### src/rtl/target_display_if.sv
// Bundle between the game/scan side and the target renderer: scan position,
// shadow-register write port and per-pixel hit outputs.
interface target_display_if #(
  parameter int NUM_TARGETS = 4,
  parameter int IDX_W = (NUM_TARGETS > 1) ? $clog2(NUM_TARGETS) : 1
);
  logic                   start;
  logic [9:0]             h_cnt;
  logic [9:0]             v_cnt;
  logic                   wr_en;
  logic [IDX_W-1:0]       wr_idx;
  logic [9:0]             wr_x;
  logic [9:0]             wr_y;
  logic                   wr_active;
  logic                   wr_blink;
  logic [NUM_TARGETS-1:0] enable_vec;
  logic                   enable_any;
  logic [IDX_W-1:0]       enable_idx;
  logic                   pending;

  modport master (
    output start, h_cnt, v_cnt, wr_en, wr_idx, wr_x, wr_y, wr_active, wr_blink,
    input  enable_vec, enable_any, enable_idx, pending
  );
  modport slave (
    input  start, h_cnt, v_cnt, wr_en, wr_idx, wr_x, wr_y, wr_active, wr_blink,
    output enable_vec, enable_any, enable_idx, pending
  );
endinterface

### src/rtl/target_display.sv
// Multi-target square renderer: double-buffered positions committed at frame
// start, blink phase per frame count, two-stage registered per-pixel hit vector.
module target_display #(
  parameter int NUM_TARGETS  = 4,
  parameter int SIZE         = 40,
  parameter int BLINK_FRAMES = 30
) (
  input  logic            clk,
  input  logic            rst,
  target_display_if.slave bus
);
  localparam int IDX_W = (NUM_TARGETS > 1) ? $clog2(NUM_TARGETS) : 1;
  localparam int FC_W  = (BLINK_FRAMES > 1) ? $clog2(BLINK_FRAMES) : 1;

  typedef struct packed {
    logic [9:0] x;
    logic [9:0] y;
    logic       active;
    logic       blink;
  } tgt_t;

  tgt_t [NUM_TARGETS-1:0] shadow, live;
  logic                   pending;
  logic [FC_W-1:0]        frame_cnt;
  logic                   phase;
  logic [NUM_TARGETS-1:0] hit, s1, vec_q;
  logic                   any_q;
  logic [IDX_W-1:0]       idx_n, idx_q;
  logic                   frame_start, wr_ok;

  assign frame_start = (bus.h_cnt == 10'd0) && (bus.v_cnt == 10'd0);
  assign wr_ok       = bus.wr_en && (int'(bus.wr_idx) < NUM_TARGETS);

  // Compare in 11 bits so a target near the right/bottom edge clips instead of wrapping.
  for (genvar i = 0; i < NUM_TARGETS; i++) begin : g_tgt
    logic [10:0] h, v, x, y;
    assign h = {1'b0, bus.h_cnt};
    assign v = {1'b0, bus.v_cnt};
    assign x = {1'b0, live[i].x};
    assign y = {1'b0, live[i].y};
    assign hit[i] = (h > x) && (h < x + 11'(SIZE)) && (v > y) && (v < y + 11'(SIZE))
                    && live[i].active && !(live[i].blink && phase) && bus.start;
  end

  always_comb begin
    idx_n = '0;
    for (int i = NUM_TARGETS - 1; i >= 0; i--)
      if (s1[i]) idx_n = IDX_W'(i);
  end

  always_ff @(posedge clk or posedge rst) begin
    if (rst) begin
      shadow    <= '0;
      live      <= '0;
      pending   <= 1'b0;
      frame_cnt <= '0;
      phase     <= 1'b0;
      s1        <= '0;
      vec_q     <= '0;
      any_q     <= 1'b0;
      idx_q     <= '0;
    end else begin
      if (frame_start) begin
        live    <= shadow;
        pending <= 1'b0;
        if (frame_cnt == FC_W'(BLINK_FRAMES - 1)) begin
          frame_cnt <= '0;
          phase     <= ~phase;
        end else begin
          frame_cnt <= frame_cnt + 1'b1;
        end
      end
      // A write on the commit edge lands after the copy, so it waits a frame.
      if (wr_ok) begin
        shadow[bus.wr_idx] <= {bus.wr_x, bus.wr_y, bus.wr_active, bus.wr_blink};
        pending            <= 1'b1;
      end
      s1    <= hit;
      vec_q <= s1;
      any_q <= |s1;
      idx_q <= idx_n;
    end
  end

  assign bus.enable_vec = vec_q;
  assign bus.enable_any = any_q;
  assign bus.enable_idx = idx_q;
  assign bus.pending    = pending;
endmodule
### src/flat_wrapper.sv
// flat-port wrapper written by rule: the top's interface ports become plain ports
module target_display_flat 
#(
  parameter int NUM_TARGETS  = 4,
  parameter int SIZE         = 40,
  parameter int BLINK_FRAMES = 30
)
  (clk, rst, bus_start, bus_h_cnt, bus_v_cnt, bus_wr_en, bus_wr_idx, bus_wr_x, bus_wr_y, bus_wr_active, bus_wr_blink, bus_enable_vec, bus_enable_any, bus_enable_idx, bus_pending);
  target_display_if #(.NUM_TARGETS(NUM_TARGETS)) bus_i ();
  input  logic clk;
  input  logic rst;
  input wire logic [$bits(bus_i.start)-1:0] bus_start;
  input wire logic [$bits(bus_i.h_cnt)-1:0] bus_h_cnt;
  input wire logic [$bits(bus_i.v_cnt)-1:0] bus_v_cnt;
  input wire logic [$bits(bus_i.wr_en)-1:0] bus_wr_en;
  input wire logic [$bits(bus_i.wr_idx)-1:0] bus_wr_idx;
  input wire logic [$bits(bus_i.wr_x)-1:0] bus_wr_x;
  input wire logic [$bits(bus_i.wr_y)-1:0] bus_wr_y;
  input wire logic [$bits(bus_i.wr_active)-1:0] bus_wr_active;
  input wire logic [$bits(bus_i.wr_blink)-1:0] bus_wr_blink;
  output wire logic [$bits(bus_i.enable_vec)-1:0] bus_enable_vec;
  output wire logic [$bits(bus_i.enable_any)-1:0] bus_enable_any;
  output wire logic [$bits(bus_i.enable_idx)-1:0] bus_enable_idx;
  output wire logic [$bits(bus_i.pending)-1:0] bus_pending;
  assign bus_i.start = bus_start;
  assign bus_i.h_cnt = bus_h_cnt;
  assign bus_i.v_cnt = bus_v_cnt;
  assign bus_i.wr_en = bus_wr_en;
  assign bus_i.wr_idx = bus_wr_idx;
  assign bus_i.wr_x = bus_wr_x;
  assign bus_i.wr_y = bus_wr_y;
  assign bus_i.wr_active = bus_wr_active;
  assign bus_i.wr_blink = bus_wr_blink;
  assign bus_enable_vec = bus_i.enable_vec;
  assign bus_enable_any = bus_i.enable_any;
  assign bus_enable_idx = bus_i.enable_idx;
  assign bus_pending = bus_i.pending;
  target_display #(.NUM_TARGETS(NUM_TARGETS), .SIZE(SIZE), .BLINK_FRAMES(BLINK_FRAMES)) u_core (.clk(clk), .rst(rst), .bus(bus_i));
endmodule
### config.mk
export PLATFORM = sky130hd
export DESIGN_NAME = target_display_flat
export DESIGN_NICKNAME = d
export VERILOG_FILES = /design/src/rtl/target_display_if.sv /design/src/rtl/target_display.sv /design/src/flat_wrapper.sv
export SDC_FILE = /design/constraint.sdc
export NUM_CORES = 1
export LEC_CHECK = 0
export CORE_MARGIN = 5
export CORE_UTILIZATION = 25
export CTS_BUF_LIST = sky130_fd_sc_hd__clkbuf_4 sky130_fd_sc_hd__clkbuf_8 sky130_fd_sc_hd__clkbuf_16
export DETAILED_ROUTE_END_ITERATION = 6
export GPL_TIMING_DRIVEN = 1
export PLACE_DENSITY = 0.45
export SLEW_MARGIN = 25
export SYNTH_ARGS = -nofsm -noshare
export SYNTH_HDL_FRONTEND = slang
export SYNTH_SLANG_ARGS = --single-unit
### constraint.sdc
create_clock -name clk -period 8.2 [get_ports clk]
set_input_delay 0.82 -clock clk [delete_from_list [all_inputs] [get_ports clk]]
set_output_delay 0.82 -clock clk [all_outputs]
set_load 0.05 [all_outputs]
==> results of run 1 <==
[kinds of logic (layout without fill, tap and decap cells)]
group,Yosys count,count (layout),share of synthesized area
flops,194,194,0.438
mux,105,105,0.107
xor+xnor,41,41,0.0324
simple gates,202,202,0.0880
compound gates,232,232,0.124
buf+inv,121,196,0.0465
fa+ha+maj,146,146,0.165
[worst paths after layout]
path                                           start                       end  slack (ps)
worst max-delay path                    bus_v_cnt[3]           u_core.live[67]        4330
worst min-delay path                    u_core.s1[2]  u_core.bus.enable_vec[2]         410
worst max register to register  u_core.g_tgt[2].x[3]              u_core.s1[2]        5310
worst min register to register          u_core.s1[2]  u_core.bus.enable_vec[2]         410
max in group asynchronous                        rst      u_core.g_tgt[3].y[3]        6450
min in group asynchronous                        rst         u_core.shadow[82]         760
[report_power, final]
part,switching [W],leakage [nW],internal (W)
clock network,0.000399,0.261,0.000413
logic,0.000107,3.44,0.000116
registers,0.0000401,2.14,0.00104
total,0.000546,5.84,0.00157
[per-stage QoR]
step / instances / utilization / total power (W) / hold slack (ps) / instance area, um2
3_5_place_dp: 1675 / 0.280 / 0.00132 / 399 / 12300
5_1_grt: 1708 / 0.294 / 0.00222 / 423 / 12900
4_1_cts: 1707 / 0.293 / 0.00215 / 417 / 12900
6_report: 1708 / 0.294 / 0.00211 / 415 / 12900
2_1_floorplan: 1041 / - / 0.00122 / 374 / 11100
3_3_place_gp: 1675 / 0.280 / 0.00132 / 396 / 12300
[flip-flops by register name, indices dropped and copies added, names as in the netlist, 2 cells and up]
signal	flops
u_core.g_tgt.y	40
u_core.bus.enable_idx	2
u_core.live	8
u_core.frame_cnt	5
u_core.g_tgt.x	40
u_core.shadow	88
u_core.bus.enable_vec	4
u_core.s1	4
[area by class of cell]
| type | count | area, um2 |
|---|---|---|
| fillers | 4606 | 31100 |
| clock buffers | 20 | 460 |
| flip-flops and latches | 194 | 4850 |
| multi-input cells | 726 | 5730 |
| well taps | 592 | 741 |
| inverters | 95 | 364 |
| repair buffers | 69 | 679 |
| clock inverters | 12 | 97.6 |
[metal layers]
layer  global-route usage  up-vias
met5                    0        -
met4               0.0327        0
met3               0.0202       20
met2                0.202       83
met1                0.174     3791
li1                     -     3841
[synth_stat cells (4+ instances only)]
library cell	instances	area [um2]
a21o_1	19	143
o21ai_1	65	325
a211oi_1	6	45.0
buf_4	10	75.1
o2111ai_1	6	52.6
o41ai_1	4	35.0
nand3_1	20	100
a21oi_1	45	225
a2111oi_0	5	43.8
xor2_1	8	70.1
nor2_1	14	52.6
o22ai_1	4	25.0
nand2_1	96	360
o21bai_1	5	37.5
mux2_2	105	1180
nand4_1	18	113
nor4_1	12	75.1
and4_1	5	43.8
o21ai_0	46	230
o21a_1	9	67.6
a31oi_1	4	25.0
nor3_1	15	75.1
inv_1	95	357
nor2b_1	9	56.3
xnor2_1	33	289
dfrtp_1	194	4850
buf_2	13	65.1
ha_1	146	1830
[worst max-delay path, stage by stage]
cell and delay [ps]:
clkdlybuf4s50_1 610, nor4_1 460, nand3_1 300, nor2_4 800, buf_4 740, mux2_2 420
==> tab_implementation.tex, run 1 <==
\begin{tabular}{lr}
\hline
Metric & Value \\
\hline
\multicolumn{2}{l}{\textbf{GRT}} \\
\quad Vias in the first global route & 8061 \\
\quad All-Layer GR Usage & 0.125 \\
\quad Remaining global-route overflow & 0 \\
\quad First-pass GRT wire length & 46600 um \\
\quad Antenna violations before repair & 1 \\
\quad Maximum number of pins on one net before global-route repair & 128 \\
\multicolumn{2}{l}{\textbf{Flow run}} \\
\quad Number of max-cap violations & 0 \\
\multicolumn{2}{l}{\textbf{Finish}} \\
\quad Number of antenna diodes & 0 \\
\quad Syn-to-layout area delta & 16.5\% \\
\quad Net total in the final layout & 1297 \\
\quad Layout cells sized above 1 & 0.140 \\
\quad Leading cell types in the layout, fill and taps excluded & dfrtp\_1 (194), ha\_1 (146), mux2\_2 (105) \\
\quad Most common cell after layout, fill and taps aside & dfrtp\_1 \\
\multicolumn{2}{l}{\textbf{STA}} \\
\quad Relative slew margins & 0.371 \\
\quad Slack of the critical path & about 4300 ps \\
\quad Crit path time final & 3870 ps \\
\quad Worst Tran Pin Value & around 940 ps \\
\quad Final setup violating endpoints & 0 \\
\quad Period utilization & 0.471 \\
\quad Worst Skew & approximately 10 ps \\
\quad Endpoints failing hold & 0 \\
\quad Max Clk Rate & 0.259 GHz \\
\quad Setup TNS after final layout & 0 ps \\
\quad Setup repair after global routing missed its margin & false \\
\quad Total count of max-transition violations in the final report & 0 \\
\multicolumn{2}{l}{\textbf{Logic synthesis}} \\
\quad Mean cell area of the mapped netlist & 10.7 um2 \\
\quad Async SR Flop Fraction & 1.00 \\
\quad Share of synthesized area occupied by flip-flops and latches & 0.438 \\
\quad Number of enable-type register cells in the synthesized netlist & 0 \\
\quad Yosys reg bits & approximately 190 \\
\quad Cell area after synthesis & 11100 um2 \\
\quad Syn nets & 1235 \\
\quad Cells after synthesis & 1041 \\
\quad Library cells used by synthesis & 47 \\
\quad Number of synthesis warnings & 0 \\
\quad Dominant synthesized flop cell & dfrtp\_1 \\
\multicolumn{2}{l}{\textbf{Setup path}} \\
\quad Data required time of the critical path & around 8500 ps \\
\quad Setup crit start kind & primary input \\
\quad Biggest fanout along the worst timing path & 72 \\
\quad Data arrival at the endpoint of the critical path & 4190 ps \\
\quad Crit path kind & primary input to register \\
\quad Path depth of the worst reg2reg path & 8 \\
\quad Crit end category & register \\
\multicolumn{2}{l}{\textbf{Placed design}} \\
\quad HPWL after DPL & 21700 um \\
\quad Weighted congestion reported at the end of routability-driven placement & 0.804 \\
\quad Pre-CTS worst setup slack & about 3800 ps \\
\quad Number of buffer cells added on primary ports & 55 \\
\multicolumn{2}{l}{\textbf{CTS}} \\
\quad Maximum buffer depth of the clock tree & 2 \\
\quad Root Buffer Master & clkbuf\_16 \\
\quad Hold-fix buffer count after cts & 0 \\
\quad Clock slew at reported path FFs & 80 ps \\
\quad Worst-skew pair later-pin latency & 440 ps \\
\quad Total of cells resized after clock tree synthesis & 0 \\
\quad Total clock buffers created by CTS & 17 \\
\quad CTS tree & built \\
\quad Setup repair bufs after CTS & 0 \\
\quad \# clock sinks & 194 \\
\quad Number of H-tree levels & 4 \\
\multicolumn{2}{l}{\textbf{Route}} \\
\quad Wirelength, routed & 29200 um \\
\quad Count of unresolved DRC violations after routing & 0 \\
\quad Vias per std cell & 4.53 \\
\quad Length of routed met2 wiring & 13500 um \\
\quad Number of nets with antenna violations after detailed routing & 0 \\
\quad Avg WL per Cell & 17.1 um \\
\quad Wire length the detailed router placed on met1 & $\sim$15000 um \\
\quad First drt pass iteration count & 7 \\
\quad Drt first-iter violations & 352 \\
\quad Count of vias placed by the detailed router & 7735 \\
\quad Met3 routed WL & approximately 730 um \\
\quad Max layer used & met4 \\
\multicolumn{2}{l}{\textbf{Floorplan}} \\
\quad Placeable core area & 44000 um2 \\
\quad Initial core utilization & 0.252 \\
\quad \# rows & 77 \\
\quad Die span in x & 221 um \\
\quad Y dimension of the die & approximately 220 um \\
\quad Die ar. & 48700 um2 \\
\quad Num ports & 56 \\
\multicolumn{2}{l}{\textbf{Run status}} \\
\quad Result of the run & finished, final reports clean \\
\multicolumn{2}{l}{\textbf{Pwr}} \\
\quad PwrDens & 163 nW/um2 \\
\quad Static leakage & 5.84 nW \\
\quad Worst IR drop on VDD & 0.117 mV \\
\multicolumn{2}{l}{\textbf{Worst hold path}} \\
\quad Type of the worst min-delay path & register to register \\
\quad WHS Path Cells & 0 \\
\hline
\end{tabular}
No activity file was read; power rests on OpenSTA's default activity.
==> run 2: changes to the inputs <==
==> constraint.sdc (replaced) <==
create_clock -name clk -period 3.6 [get_ports clk]
set_input_delay 0.36 -clock clk [delete_from_list [all_inputs] [get_ports clk]]
set_output_delay 0.36 -clock clk [all_outputs]
set_load 0.05 [all_outputs]
==> tab_implementation.tex, run 2 (synthesized netlist as in run 1, its figures left out) <==
\begin{tabular}{lr}
\hline
Metric & Value \\
\hline
\multicolumn{2}{l}{\textbf{Route}} \\
\quad Vias per std cell & 4.57 (was 4.53) \\
\quad Count of unresolved DRC violations after routing & 0 (unchanged) \\
\quad Number of nets with antenna violations after detailed routing & 0 (unchanged) \\
\quad Count of vias placed by the detailed router & 7835 (was 7735) \\
\quad Length of routed met2 wiring & 13500 um (about the same) \\
\quad Met3 routed WL & 775 um (was 730 um) \\
\quad First drt pass iteration count & 5 (was 7) \\
\quad Max layer used & met5 (was met4) \\
\quad Wirelength, routed & 29800 um (was 29200 um) \\
\quad Drt first-iter violations & 346 (was 352) \\
\quad Avg WL per Cell & 17.3 um (was 17.1 um) \\
\quad Wire length the detailed router placed on met1 & 14900 um (was 14700 um) \\
\multicolumn{2}{l}{\textbf{GRT}} \\
\quad Remaining global-route overflow & 0 (unchanged) \\
\quad First-pass GRT wire length & 47500 um (was 46600 um) \\
\quad All-Layer GR Usage & 0.127 (was 0.125) \\
\quad Maximum number of pins on one net before global-route repair & 84 (was 128) \\
\quad Antenna violations before repair & 1 (unchanged) \\
\quad Vias in the first global route & 8170 (was 8061) \\
\multicolumn{2}{l}{\textbf{Setup path}} \\
\quad Setup crit start kind & register (was primary input) \\
\quad Worst setup startpoint & u\_core.g\_tgt[3].x[3] (was bus\_v\_cnt[3]) \\
\quad Data arrival at the endpoint of the critical path & 3120 ps (was 4190 ps) \\
\quad R2R Path Start & u\_core.g\_tgt[3].x[3] (was u\_core.g\_tgt[2].x[3]) \\
\quad Biggest fanout along the worst timing path & 4 (was 72) \\
\quad Crit path kind & register to register (was primary input to register) \\
\quad Crit end category & register (unchanged) \\
\quad Data required time of the critical path & 3880 ps (was 8530 ps) \\
\quad Setup slack, reg-to-reg & 750 ps (was 5310 ps) \\
\multicolumn{2}{l}{\textbf{Finish}} \\
\quad Syn-to-layout area delta & 17.2\% (was 16.5\%) \\
\quad Most common cell after layout, fill and taps aside & dfrtp\_1 (unchanged) \\
\quad Layout cells sized above 1 & 0.145 (was 0.140) \\
\quad Filler Cells Inserted & 4599 (was 4606) \\
\quad Number of antenna diodes & 0 (unchanged) \\
\quad Leading cell types in the layout, fill and taps excluded & dfrtp\_1 (194), ha\_1 (146), mux2\_2 (105) (unchanged) \\
\quad Largest register FFs & 88 (unchanged) \\
\quad Net total in the final layout & 1304 (was 1297) \\
\quad Biggest register & u\_core.shadow (unchanged) \\
\multicolumn{2}{l}{\textbf{Pwr}} \\
\quad Internal Dissipation & 0.00356 W (was 0.00157 W) \\
\quad Clock power frac & 0.389 (was 0.384) \\
\quad Total power after layout & 0.00485 W (was 0.00211 W) \\
\quad Logic pwr share & 0.105 (about the same) \\
\quad Power dissipated by switching net loads & 0.00129 W (was 0.000546 W) \\
\quad Worst IR drop on VDD & 0.304 mV (was 0.117 mV) \\
\quad PwrDens & 373 nW/um2 (was 163 nW/um2) \\
\quad Switching share of total power & 0.266 (was 0.258) \\
\quad Portion of total power attributed to sequential cells & 0.506 (was 0.510) \\
\quad Static leakage & 5.89 nW (was 5.84 nW) \\
\multicolumn{2}{l}{\textbf{Floorplan}} \\
\quad Placeable core area & 44000 um2 (unchanged) \\
\quad \# rows & 77 (unchanged) \\
\quad Y dimension of the die & 221 um (unchanged) \\
\quad Die span in x & 221 um (unchanged) \\
\quad Num ports & 56 (unchanged) \\
\quad Initial core utilization & 0.252 (unchanged) \\
\quad Die ar. & 48700 um2 (unchanged) \\
\multicolumn{2}{l}{\textbf{CTS}} \\
\quad Number of H-tree levels & 4 (unchanged) \\
\quad Clock slew at reported path FFs & 80 ps (about the same) \\
\quad Hold-fix buffer count after cts & 0 (unchanged) \\
\quad Maximum buffer depth of the clock tree & 2 (unchanged) \\
\quad CTS tree & built (unchanged) \\
\quad Total clock buffers created by CTS & 17 (unchanged) \\
\quad Root Buffer Master & clkbuf\_16 (unchanged) \\
\quad Worst-skew pair later-pin latency & 450 ps (was 440 ps) \\
\quad Total of cells resized after clock tree synthesis & 0 (unchanged) \\
\quad Setup repair bufs after CTS & 0 (unchanged) \\
\quad \# clock sinks & 194 (unchanged) \\
\multicolumn{2}{l}{\textbf{Worst hold path}} \\
\quad Type of the worst min-delay path & primary input to asynchronous set/reset pin (was register to register) \\
\multicolumn{2}{l}{\textbf{Run status}} \\
\quad Result of the run & finished, final reports clean (unchanged) \\
\multicolumn{2}{l}{\textbf{STA}} \\
\quad Period utilization & 0.791 \\
\quad Final setup violating endpoints & 0 (unchanged) \\
\quad Max Clk Rate & approximately 0.35 GHz \\
\quad Total count of max-transition violations in the final report & 0 (unchanged) \\
\quad Endpoints failing hold & 0 (unchanged) \\
\quad Setup TNS after final layout & 0 ps (unchanged) \\
\quad Worst Tran Pin Value & 883 ps (was 941 ps) \\
\quad Relative slew margins & 0.411 (was 0.371) \\
\quad Setup repair after global routing missed its margin & false (unchanged) \\
\quad Worst Skew & 13.5 ps (was 10.5 ps) \\
\quad Crit path time final & 2850 ps \\
\multicolumn{2}{l}{\textbf{Placed design}} \\
\quad HPWL after DPL & 22200 um (was 21700 um) \\
\quad Number of buffer cells added on primary ports & 55 (unchanged) \\
\quad Weighted congestion reported at the end of routability-driven placement & 0.824 (was 0.804) \\
\multicolumn{2}{l}{\textbf{Flow run}} \\
\quad Number of max-cap violations & 0 (unchanged) \\
\hline
\end{tabular}
[run 2: cell types whose count changed in the layout (fill, tap and decap cells not counted), moves of 2 or more]
cell	before	now
a2111oi_0	3	5
a2111oi_1	2	0
buf_12	0	3
buf_4	12	18
clkbuf_8	2	0
clkinv_8	0	2
clkinvlp_4	5	2
inv_6	3	5
[run 2: per-stage QoR]
step	hold slack, ps	setup slack (ps)	utilization	area [um2]	std cells
after floorplan	374	736	-	11100	1041
after global placement	433	503	0.282	12400	1682
after detailed placement	433	487	0.282	12400	1682
after CTS	143	789	0.295	13000	1714
after global routing	154	444	0.295	13000	1715
final	158	753	0.295	13000	1715
[run 2: path summary, 6_finish.rpt]
kind	end	depth (start not counted)
setup / recovery	u_core.s1[3]	8
hold / removal	u_core.shadow[21]	2
setup reg to reg	u_core.s1[3]	8
hold reg to reg	u_core.bus.enable_vec[3]	0
max in group asynchronous	u_core.g_tgt[2].y[2]	3
min in group clk	u_core.bus.enable_vec[3]	0
[run 2: worst max-delay path, cell delays in order (launching register included)]
cell and delay (ps):
dfrtp_1 430, ha_1 270, o2111ai_1 220, xnor2_1 150, ha_1 260, a2111oi_0 490
o211ai_1 160, o21a_1 220, nor4_1 480
[run 2: power by group through the flow]
stage / registers, W / clock network (W) / logic, W
after CTS: 0.00246 / 0.00197 / 0.000518
after global placement: 0.00249 / 0 / 0.000505
after detailed placement: 0.00250 / 0 / 0.000516
after floorplan: 0.00247 / 0 / 0.000319
after global routing: 0.00248 / 0.00205 / 0.000573
final: 0.00246 / 0.00189 / 0.000507
[run 2: final cells by class]
cell class,count,area (um2),area share
clock buffers,18,433,0.0333
multi-input cells,726,5730,0.440
flip-flops and latches,194,4850,0.373
repair buffers,76,746,0.0574
clock inverters,14,140,0.0108
well taps,592,741,0.0570
inverters,95,360,0.0277
[run 2: per-layer routing]
layer,GRT usage,vias to the layer above
li1,-,3859
met1,0.178,3856
met2,0.199,88
met3,0.0249,30
met4,0.0422,2
met5,0,-
==> run 3: changes to the inputs <==
==> constraint.sdc (replaced) <==
create_clock -name clk -period 2.9 [get_ports clk]
set_input_delay 0.29 -clock clk [delete_from_list [all_inputs] [get_ports clk]]
set_output_delay 0.29 -clock clk [all_outputs]
set_load 0.05 [all_outputs]
==> tab_implementation.tex, run 3 (synthesized netlist as in run 1, its figures left out) <==
\begin{tabular}{lr}
\hline
Metric & Value \\
\hline
\multicolumn{2}{l}{\textbf{CTS}} \\
\quad Number of H-tree levels & 4 (unchanged) \\
\quad Clock slew at reported path FFs & 80 ps (about the same) \\
\quad Total clock buffers created by CTS & 17 (unchanged) \\
\quad Hold-fix buffer count after cts & 0 (unchanged) \\
\quad Root Buffer Master & clkbuf\_16 (unchanged) \\
\quad Total of cells resized after clock tree synthesis & 0 (unchanged) \\
\quad Worst-skew pair later-pin latency & 450 ps (about the same) \\
\quad Maximum buffer depth of the clock tree & 2 (unchanged) \\
\quad Setup repair bufs after CTS & 0 (unchanged) \\
\quad \# clock sinks & 194 (unchanged) \\
\quad CTS tree & built (unchanged) \\
\multicolumn{2}{l}{\textbf{Finish}} \\
\quad Layout cells sized above 1 & 0.162 (was 0.145) \\
\quad Utilization after layout & 0.302 (was 0.295) \\
\quad Number of standard cells in the layout, taps in and fillers out & 1739 (was 1715) \\
\quad Register area & 4850 um2 (unchanged) \\
\quad Largest register FFs & 88 (unchanged) \\
\quad Post-route cell area & 13300 um2 (was 13000 um2) \\
\quad Filler Cells Inserted & 4562 (was 4599) \\
\quad Biggest register & u\_core.shadow (unchanged) \\
\quad Syn-to-layout area delta & 19.8\% (was 17.2\%) \\
\quad Net total in the final layout & 1328 (was 1304) \\
\quad Multi-input gate area & 5730 um2 (unchanged) \\
\quad Leading cell types in the layout, fill and taps excluded & dfrtp\_1 (194), ha\_1 (146), mux2\_2 (105) (unchanged) \\
\quad Most common cell after layout, fill and taps aside & dfrtp\_1 (unchanged) \\
\multicolumn{2}{l}{\textbf{Pwr}} \\
\quad Static leakage & 6.05 nW (was 5.89 nW) \\
\quad PwrDens & 461 nW/um2 (was 373 nW/um2) \\
\quad Logic pwr share & 0.104 (was 0.105) \\
\quad Internal Dissipation & 0.00453 W (was 0.00356 W) \\
\quad Power dissipated by switching net loads & 0.00159 W (was 0.00129 W) \\
\quad Clock power frac & 0.397 (was 0.389) \\
\quad Switching share of total power & 0.260 (was 0.266) \\
\quad Portion of total power attributed to sequential cells & 0.498 (was 0.506) \\
\quad Worst IR drop on VDD & 0.270 mV (was 0.304 mV) \\
\multicolumn{2}{l}{\textbf{GRT}} \\
\quad All-Layer GR Usage & 0.127 (about the same) \\
\quad Vias in the first global route & 8107 (was 8170) \\
\quad Remaining global-route overflow & 0 (unchanged) \\
\quad First-pass GRT wire length & 47000 um (was 47500 um) \\
\quad Maximum number of pins on one net before global-route repair & 114 (was 84) \\
\quad Antenna violations before repair & 0 (was 1) \\
\multicolumn{2}{l}{\textbf{STA}} \\
\quad Endpoints failing hold & 0 (unchanged) \\
\quad Crit path time final & 2740 ps \\
\quad Total count of max-transition violations in the final report & 0 (unchanged) \\
\quad Worst Skew & 9.94 ps (was 13.5 ps) \\
\quad Period utilization & 0.943 \\
\quad Relative slew margins & 0.398 (was 0.411) \\
\quad Max Clk Rate & 0.366 GHz \\
\quad Final setup violating endpoints & 0 (unchanged) \\
\quad Worst Tran Pin Value & 880 ps (was 883 ps) \\
\quad Setup repair after global routing missed its margin & false (unchanged) \\
\multicolumn{2}{l}{\textbf{Worst hold path}} \\
\quad Type of the worst min-delay path & primary input to asynchronous set/reset pin (unchanged) \\
\multicolumn{2}{l}{\textbf{Placed design}} \\
\quad Placement Cell Area & 12700 um2 (was 12400 um2) \\
\quad Number of buffer cells added on primary ports & 55 (unchanged) \\
\quad HPWL after DPL & 23100 um (was 22200 um) \\
\quad Placed insts & 1707 (was 1682) \\
\quad Weighted congestion reported at the end of routability-driven placement & 0.850 (was 0.824) \\
\multicolumn{2}{l}{\textbf{Floorplan}} \\
\quad Num ports & 56 (unchanged) \\
\quad Y dimension of the die & 221 um (unchanged) \\
\quad Initial core utilization & 0.252 (unchanged) \\
\quad \# rows & 77 (unchanged) \\
\quad Placeable core area & 44000 um2 (unchanged) \\
\quad Die span in x & 221 um (unchanged) \\
\quad Die ar. & 48700 um2 (unchanged) \\
\multicolumn{2}{l}{\textbf{Run status}} \\
\quad Result of the run & finished, final reports clean (unchanged) \\
\multicolumn{2}{l}{\textbf{Flow run}} \\
\quad Number of max-cap violations & 0 (unchanged) \\
\multicolumn{2}{l}{\textbf{Setup path}} \\
\quad Worst setup startpoint & bus\_h\_cnt[7] (was u\_core.g\_tgt[3].x[3]) \\
\quad Crit path kind & primary input to register (was register to register) \\
\quad Crit end category & register (unchanged) \\
\quad Setup slack, reg-to-reg & 250 ps (was 750 ps) \\
\quad Data arrival at the endpoint of the critical path & 3120 ps (about the same) \\
\quad Data required time of the critical path & 3290 ps (was 3880 ps) \\
\quad Biggest fanout along the worst timing path & 6 (was 4) \\
\quad R2R Path Start & u\_core.g\_tgt[2].x[3] (was u\_core.g\_tgt[3].x[3]) \\
\quad Setup crit start kind & primary input (was register) \\
\multicolumn{2}{l}{\textbf{Route}} \\
\quad Count of unresolved DRC violations after routing & 0 (unchanged) \\
\quad Avg WL per Cell & 17.3 um (about the same) \\
\quad Number of nets with antenna violations after detailed routing & 0 (unchanged) \\
\quad Drt first-iter violations & 323 (was 346) \\
\quad Wirelength, routed & 30000 um (was 29800 um) \\
\quad Vias per std cell & 4.50 (was 4.57) \\
\quad Count of vias placed by the detailed router & 7821 (was 7835) \\
\quad First drt pass iteration count & 4 (was 5) \\
\hline
\end{tabular}
-- run 3: path summary, 6_finish.rpt --
path                                       endpoint  cells past startpoint
max                                    u_core.s1[2]                      9
max in group asynchronous      u_core.g_tgt[3].x[2]                      3
min in group clk           u_core.bus.enable_vec[1]                      0
max reg2reg                            u_core.s1[2]                      9
min reg2reg                u_core.bus.enable_vec[1]                      0
min                        u_core.bus.enable_vec[3]                      3
-- run 3: through the flow --
| stage | power, W | TNS (ps) | setup slack (ps) | hold slack, ps |
|---|---|---|---|---|
| after floorplan | 0.00346 | 0 | 106 | 374 |
| after global placement | 0.00374 | -373 | -373 | 424 |
| after detailed placement | 0.00376 | -368 | -368 | 423 |
| after CTS | 0.00624 | 0 | 132 | 346 |
| after global routing | 0.00643 | 0 | 65.7 | 370 |
| final | 0.00613 | 0 | 165 | 325 |
-- run 3: cell type report --
type,count,area share
multi-input combinational,726,0.431
inverter,95,0.0271
clock inverter,13,0.0126
antenna,1,0.000188
tap,592,0.0557
clock buffer,18,0.0330
timing repair buffer,100,0.0753
sequential,194,0.365
-- run 3: layer usage --
| layer | wire length, um | track usage | vias to the layer above | part of all wire |
|---|---|---|---|---|
| li1 | - | - | 3909 | - |
| met1 | 15400 | 0.185 | 3799 | 0.51 |
| met2 | 13300 | 0.198 | 90 | 0.44 |
| met3 | 925 | 0.0196 | 23 | 0.031 |
| met4 | 421 | 0.0356 | 0 | 0.014 |
| met5 | 0 | 0 | - | 0 |
-- run 3: worst max-delay path, cell delays in order --
cell and delay (ps):
clkdlybuf4s50_1 630, buf_4 240, ha_1 260, nand4_1 140
nor2_1 90, nand3_1 110, nand4_1 210, a2111oi_0 840
and4b_1 300
-- run 3: power groups by stage --
stage / clock network (W) / registers, W / logic (W)
final: 0.00243 / 0.00305 / 0.000639
after global routing: 0.00263 / 0.00308 / 0.000719
after CTS: 0.00253 / 0.00305 / 0.000657
after detailed placement: 0 / 0.00311 / 0.000654
after global placement: 0 / 0.00310 / 0.000641
after floorplan: 0 / 0.00307 / 0.000396
